<file path="config.mk">
export PLATFORM = sky130hd
export DESIGN_NAME = uart_tx_arbiter
export DESIGN_NICKNAME = d
export VERILOG_FILES = /design/src/rtl/uart_pkg.sv /design/src/rtl/uart_tx_core.sv /design/src/rtl/uart_tx_arbiter.sv
export SDC_FILE = /design/constraint.sdc
export NUM_CORES = 1
export LEC_CHECK = 0
export CAP_MARGIN = 5
export CORE_UTILIZATION = 43
export CTS_CLUSTER_DIAMETER = 120
export CTS_CLUSTER_SIZE = 10
export DETAILED_ROUTE_END_ITERATION = 10
export PLACE_DENSITY = 0.64
export REMOVE_ABC_BUFFERS = 1
export SLEW_MARGIN = 20
export SYNTH_ARGS = -nofsm -noshare
export SYNTH_HDL_FRONTEND = slang
export SYNTH_SLANG_ARGS = --single-unit
</file>
<file path="constraint.sdc">
create_clock -name clk -period 2.8 [get_ports clk]
set_input_delay 0.56 -clock clk [delete_from_list [all_inputs] [get_ports clk]]
set_output_delay 0.56 -clock clk [all_outputs]
set_load 0.02 [all_outputs]
</file>
<file path="src/rtl/uart_pkg.sv">
// Shared definitions for the UART transmit path: FSM state encoding,
// common baud divisors at 50 MHz and frame-length constants.
package uart_pkg;

    // Transmit FSM states; IDLE must stay at zero so a reset register reads IDLE.
    typedef enum logic [2:0] {
        ST_IDLE   = 3'd0,
        ST_START  = 3'd1,
        ST_DATA   = 3'd2,
        ST_PARITY = 3'd3,
        ST_STOP   = 3'd4
    } tx_state_t;

    // clk cycles per bit for a 50 MHz system clock.
    localparam int CLKS_921600 = 54;
    localparam int CLKS_115200 = 434;

    // Frame lengths in bit periods: start + 8 data + stop, plus optional parity.
    localparam int DATA_BITS         = 8;
    localparam int FRAME_BITS_PLAIN  = 10;
    localparam int FRAME_BITS_PARITY = 11;

    // Number of bit periods in one frame for a given parity setting.
    function automatic int frame_bits(input int parity_en);
        return (parity_en != 0) ? FRAME_BITS_PARITY : FRAME_BITS_PLAIN;
    endfunction

endpackage

</file>
<file path="src/rtl/uart_tx_core.sv">
// Single-channel UART serialiser. A one-cycle load pulse in IDLE captures a
// byte; the core then drives start, 8 data bits LSB-first, optional parity
// and stop, each held CLKS_PER_BIT cycles. txd is registered so the pin never
// sees decode glitches; busy and state are decodes of the state register.
import uart_pkg::*;

module uart_tx_core #(
    parameter int CLKS_PER_BIT = CLKS_921600,
    parameter int PARITY_EN    = 0,
    parameter int PARITY_ODD   = 0
) (
    input  logic       clk,
    input  logic       rst,
    input  logic       load,
    input  logic [7:0] data,
    output logic       txd,
    output logic       busy,
    output tx_state_t  state
);

    localparam int TW = (CLKS_PER_BIT > 1) ? $clog2(CLKS_PER_BIT) : 1;
    localparam logic [TW-1:0] LAST_TICK = TW'(CLKS_PER_BIT - 1);

    tx_state_t     state_q, state_d;
    logic [TW-1:0] timer_q, timer_d;
    logic [2:0]    bit_q, bit_d;
    logic [7:0]    shreg_q, shreg_d;
    logic          par_q, par_d;
    logic          txd_q, txd_d;
    logic          bit_done;

    assign bit_done = (timer_q == LAST_TICK);

    // State, timer, shift register and line register; reset forces the line high.
    always_ff @(posedge clk or posedge rst) begin
        if (rst) begin
            state_q <= ST_IDLE;
            timer_q <= '0;
            bit_q   <= '0;
            shreg_q <= '0;
            par_q   <= 1'b0;
            txd_q   <= 1'b1;
        end else begin
            state_q <= state_d;
            timer_q <= timer_d;
            bit_q   <= bit_d;
            shreg_q <= shreg_d;
            par_q   <= par_d;
            txd_q   <= txd_d;
        end
    end

    // Next state and next line level; the timer restarts at every bit boundary.
    always_comb begin
        state_d = state_q;
        timer_d = '0;
        bit_d   = bit_q;
        shreg_d = shreg_q;
        par_d   = par_q;
        txd_d   = txd_q;
        if (state_q != ST_IDLE && !bit_done) begin
            timer_d = timer_q + TW'(1);
        end
        case (state_q)
            ST_IDLE: begin
                txd_d = 1'b1;
                if (load) begin
                    state_d = ST_START;
                    shreg_d = data;
                    par_d   = (^data) ^ (PARITY_ODD != 0);
                    txd_d   = 1'b0;
                end
            end
            ST_START: begin
                if (bit_done) begin
                    state_d = ST_DATA;
                    bit_d   = 3'd0;
                    txd_d   = shreg_q[0];
                end
            end
            ST_DATA: begin
                if (bit_done) begin
                    shreg_d = {1'b0, shreg_q[7:1]};
                    if (bit_q == 3'd7) begin
                        if (PARITY_EN != 0) begin
                            state_d = ST_PARITY;
                            txd_d   = par_q;
                        end else begin
                            state_d = ST_STOP;
                            txd_d   = 1'b1;
                        end
                    end else begin
                        bit_d = bit_q + 3'd1;
                        txd_d = shreg_q[1];
                    end
                end
            end
            ST_PARITY: begin
                if (bit_done) begin
                    state_d = ST_STOP;
                    txd_d   = 1'b1;
                end
            end
            ST_STOP: begin
                if (bit_done) begin
                    state_d = ST_IDLE;
                    txd_d   = 1'b1;
                end
            end
            default: begin
                state_d = ST_IDLE;
                txd_d   = 1'b1;
            end
        endcase
    end

    assign txd   = txd_q;
    assign busy  = (state_q != ST_IDLE);
    assign state = state_q;

endmodule

</file>
<file path="src/rtl/uart_tx_arbiter.sv">
// Round-robin front end sharing one UART transmitter among N_REQ producers.
// Handshake: a byte moves on any cycle where req_valid[i] & req_ready[i] are
// both high; req_ready is combinational, one-hot, and only raised while the
// transmitter is idle. Producers may drop valid at any time before ready.
import uart_pkg::*;

module uart_tx_arbiter #(
    parameter int N_REQ        = 2,
    parameter int CLKS_PER_BIT = CLKS_921600,
    parameter int PARITY_EN    = 0,
    parameter int PARITY_ODD   = 0,
    localparam int GW          = (N_REQ > 1) ? $clog2(N_REQ) : 1
) (
    input  logic               clk,
    input  logic               rst,
    input  logic [N_REQ-1:0]   req_valid,
    input  logic [8*N_REQ-1:0] req_data,
    output logic [N_REQ-1:0]   req_ready,
    output logic               txd,
    output logic               busy,
    output logic [GW-1:0]      grant_id
);

    logic [GW-1:0] last_q;
    logic [GW-1:0] grant_q;
    logic [GW-1:0] winner;
    logic [GW-1:0] cand;
    logic          found;
    logic          load;
    logic [7:0]    load_data;
    tx_state_t     core_state;

    // Pick the first valid requester searching upward from the one after the last grant.
    always_comb begin
        winner    = '0;
        cand      = '0;
        found     = 1'b0;
        req_ready = '0;
        load_data = '0;
        for (int k = 0; k < N_REQ; k++) begin
            cand = GW'((int'(last_q) + 1 + k) % N_REQ);
            if (!found && req_valid[cand]) begin
                found  = 1'b1;
                winner = cand;
            end
        end
        load = !rst && (core_state == ST_IDLE) && found;
        if (load) begin
            req_ready[winner] = 1'b1;
        end
        for (int k = 0; k < N_REQ; k++) begin
            if (winner == GW'(k)) begin
                load_data = req_data[8*k +: 8];
            end
        end
    end

    // Round-robin pointer and visible grant; reset gives requester 0 top priority.
    always_ff @(posedge clk or posedge rst) begin
        if (rst) begin
            last_q  <= GW'(N_REQ - 1);
            grant_q <= '0;
        end else if (load) begin
            last_q  <= winner;
            grant_q <= winner;
        end
    end

    assign grant_id = grant_q;

    uart_tx_core #(
        .CLKS_PER_BIT (CLKS_PER_BIT),
        .PARITY_EN    (PARITY_EN),
        .PARITY_ODD   (PARITY_ODD)
    ) u_core (
        .clk   (clk),
        .rst   (rst),
        .load  (load),
        .data  (load_data),
        .txd   (txd),
        .busy  (busy),
        .state (core_state)
    );

endmodule

</file>
==> results.cfg <==
[status]
status = complete, no violations

[detailed_routing]
drc_errors = 0
wl_per_cell_microns = 13.1
ant_nets = 0
vias = 1031
vias_per_cell = 5.26
dr.pass1.iters = 4
drtIter0Drc = 29
routed_wl_microns = 2570

[flow_run]
maxCapViolations = 0

[worst_setup_path]
critical_path_required_ns = 2.24
critical_path.most_common_cell = nor2_1
critPathKind = in2out
crit_buf_inv = 2
startpoint_type = input pin
cp_top_family = buffers and inverters
arrival_ns = 2.01
path_max_fanout = 3
slowest_delay_ns = 0.49
path_cells = clkdlybuf4s50_1 -> nor2_1 -> or3_1 -> nor2_1 -> dlygate4sd2_1
cp_slowest_cell = clkdlybuf4s50_1
endpoint_kind = output pin

[logic_synthesis]
ys_seq_area_share_pct = 45.1
synth_mux_area_share_pct = 12.2
synthSimpleGateAreaFrac_pct = 18.2
ys_warn_count = 0
ys_seq_elements = 23
synth_top_family_by_area = simple AND/OR/NAND/NOR gates
syn_inst = 132
yosysUniqueCellTypes = 34
syn-cell-area_sq_mm = 0.00128
avgSynthCellArea_sq_um = 9.72
synth-xor-area-share_pct = 2.73
synthAdderAreaFrac_pct = 3.90
synth_compound_area_share_pct = 14.2

[placement]
placed_cell_area_sq_mm = 0.00161
gp_congestion = 0.741
numPortBuffers = 24
post-place-ws_ns = -0.0377
place_hpwl_microns = 1980

[die]
die-area_sq_mm = 0.00320
die_w_microns = 56.6
start_util_pct = 46.1
die_h_microns = 56.6
rows = 19
io-pin-count = 25
core_sq_mm = 0.00278

[sta]
worstMarginPinSlew_ns = 0.519
setup_viol = 0
fmax_mhz = 390
slew_viol_final = 0
skew_ns = 0.0125
rsz0062_at_grt = no
min_period_over_period_pct = 91.7
hold_violations = 0
relSlewSlack_pct = 65.4
fin_ws_ns = 0.233
period_needed_ns = 2.57

[clock_tree]
cts_max_path_buffers = 2
clock_sinks = 23
htree_num_levels = 1
clock-root-buffer = clkbuf_4
cts_tree = done
path_clk_slew_ns = 0.13
cts_buffers = 3
clock_latency_ns = 0.31

[pwr]
p_per_area_mw_per_mm2 = 350
p_leak_nw = 0.804
peakVddDrop_mv = 0.224

[finish]
fill_cells = 246
nets = 190
multi_input_area_sq_um = 658
finalInstanceArea_sq_mm = 0.00164
n_antenna_cell = 0
register_area_sq_um = 578
final_cell_mix = 22 x clkdlybuf4s50_1, 21 x nor2_1, 21 x dfrtp_1
final_util_pct = 58.8
layout_commonest_cell = clkdlybuf4s50_1
drive_gt1_share_pct = 17.6
synthToLayoutAreaGrowth_pct = 27.6

[grt]
grt_overflow = 0
grt_pass1_wl_microns = 4350
track_usage_pct = 17.2
antenna_found_initial = 0
grt_max_degree = 14
grt_pass1_vias = 1034

[min_path]
hold_path.class = reg2reg
-- metal layers --
| metal | global-route usage [%] | share of wire (%) | vias to the layer above |
|---|---|---|---|
| li1 | - | - | 517 |
| met1 | 21.8 | 45 | 490 |
| met2 | 31.3 | 51 | 22 |
| met3 | 2.07 | 3.4 | 2 |
| met4 | 3.14 | 0.74 | 0 |
| met5 | 0 | 0 | - |
-- what timing repair did --
action | in CTS | in global routing
resized for setup | 2 | 0
buffers inserted | 0 | 0
endpoints found under the setup margin | 2 | 0
hold buffers | 0 | 0
-- registers in the layout (all words and copies together) (netlist names) --
signal / count
u_core.bit_q: 3
u_core.state: 3
u_core.timer_q: 6
grant_id: 1
u_core.shreg_q: 8
u_core.txd: 1
last_q: 1
-- Yosys cell counts --
| cell | instances | area [sq um] |
|---|---|---|
| a21bo_2 | 1 | 10.0 |
| a21boi_1 | 1 | 7.51 |
| a21boi_4 | 1 | 18.8 |
| a21o_1 | 3 | 22.5 |
| a21oi_1 | 16 | 80.1 |
| a31o_2 | 1 | 8.76 |
| buf_1 | 1 | 3.75 |
| buf_2 | 1 | 5.00 |
| buf_6 | 1 | 11.3 |
| clkbuf_1 | 3 | 11.3 |
| dfrtp_1 | 21 | 526 |
| dfstp_2 | 2 | 52.6 |
| ha_1 | 4 | 50.1 |
| inv_1 | 4 | 15.0 |
| mux2_2 | 1 | 11.3 |
| mux2_4 | 7 | 105 |
| mux2i_1 | 4 | 40.0 |
| nand2_1 | 15 | 56.3 |
| nand2b_1 | 1 | 6.26 |
| nand3_1 | 2 | 10.0 |
| nand3b_1 | 1 | 7.51 |
| nor2_1 | 21 | 78.8 |
| nor2b_1 | 1 | 6.26 |
| nor3_1 | 2 | 10.0 |
| nor3_2 | 1 | 10.0 |
| nor3b_1 | 1 | 7.51 |
| nor4b_1 | 1 | 8.76 |
| o21ai_0 | 5 | 25.0 |
| o32a_1 | 1 | 10.0 |
| or3_1 | 2 | 12.5 |
| or3_4 | 1 | 11.3 |
| or3b_1 | 1 | 8.76 |
| xnor2_1 | 2 | 17.5 |
| xor2_1 | 2 | 17.5 |
-- worst register-to-register path: stages (launching register included) --
cell and delay [ns]:
dfrtp_1 0.42, inv_1 0.06, ha_1 0.13, nand2_1 0.08, or3_1 0.40, nor3_1 0.47
mux2_2 0.39
-- layout make-up --
cell class              instances  share of cell area (%)
multi-input cells              99                    40.2
flip-flops and latches         23                    35.3
repair buffers                 35                    19.6
well taps                      31                    2.37
clock buffers                   4                    1.61
inverters                       4                   0.917
-- power by group --
part | leakage (nW) | internal (mW) | switching [mW]
logic | 0.501 | 0.0472 | 0.0269
clock network | 0.0150 | 0.0554 | 0.0968
registers | 0.288 | 0.341 | 0.00499
total | 0.804 | 0.443 | 0.129
-- path summary, 6_finish.rpt --
path	slack [ns]	depth (start not counted)	startpoint	end
worst max-delay path	0.23	5	req_valid[1]	req_ready[1]
worst min-delay path	0.50	1	grant_id	grant_id
worst max register to register	0.75	6	u_core.timer_q[1]	u_core.bit_q[0]
worst min register to register	0.50	1	grant_id	grant_id
max in group asynchronous	1.61	3	rst	u_core.shreg_q[2]
min in group asynchronous	0.63	2	rst	grant_id
-- through the flow --
step	setup TNS (ns)	hold slack (ns)	cells	power [mW]
3_3_place_gp	-0.0129	0.464	192	0.425
5_1_grt	0	0.521	196	0.597
6_report	0	0.498	196	0.572
3_5_place_dp	-0.0377	0.470	192	0.427
4_1_cts	0	0.504	196	0.580
2_1_floorplan	0	0.450	126	0.384
-- kinds of logic after synthesis --
kind of cell	after synthesis
muxes	12
and+or+nand+nor	50
DFF	23
adders and majority gates	4
xor gates and xnor gates	4
buffers and inverters	10
AOI/OAI and AO/OA	29
Note: power is estimated with default switching activity, not from simulation.
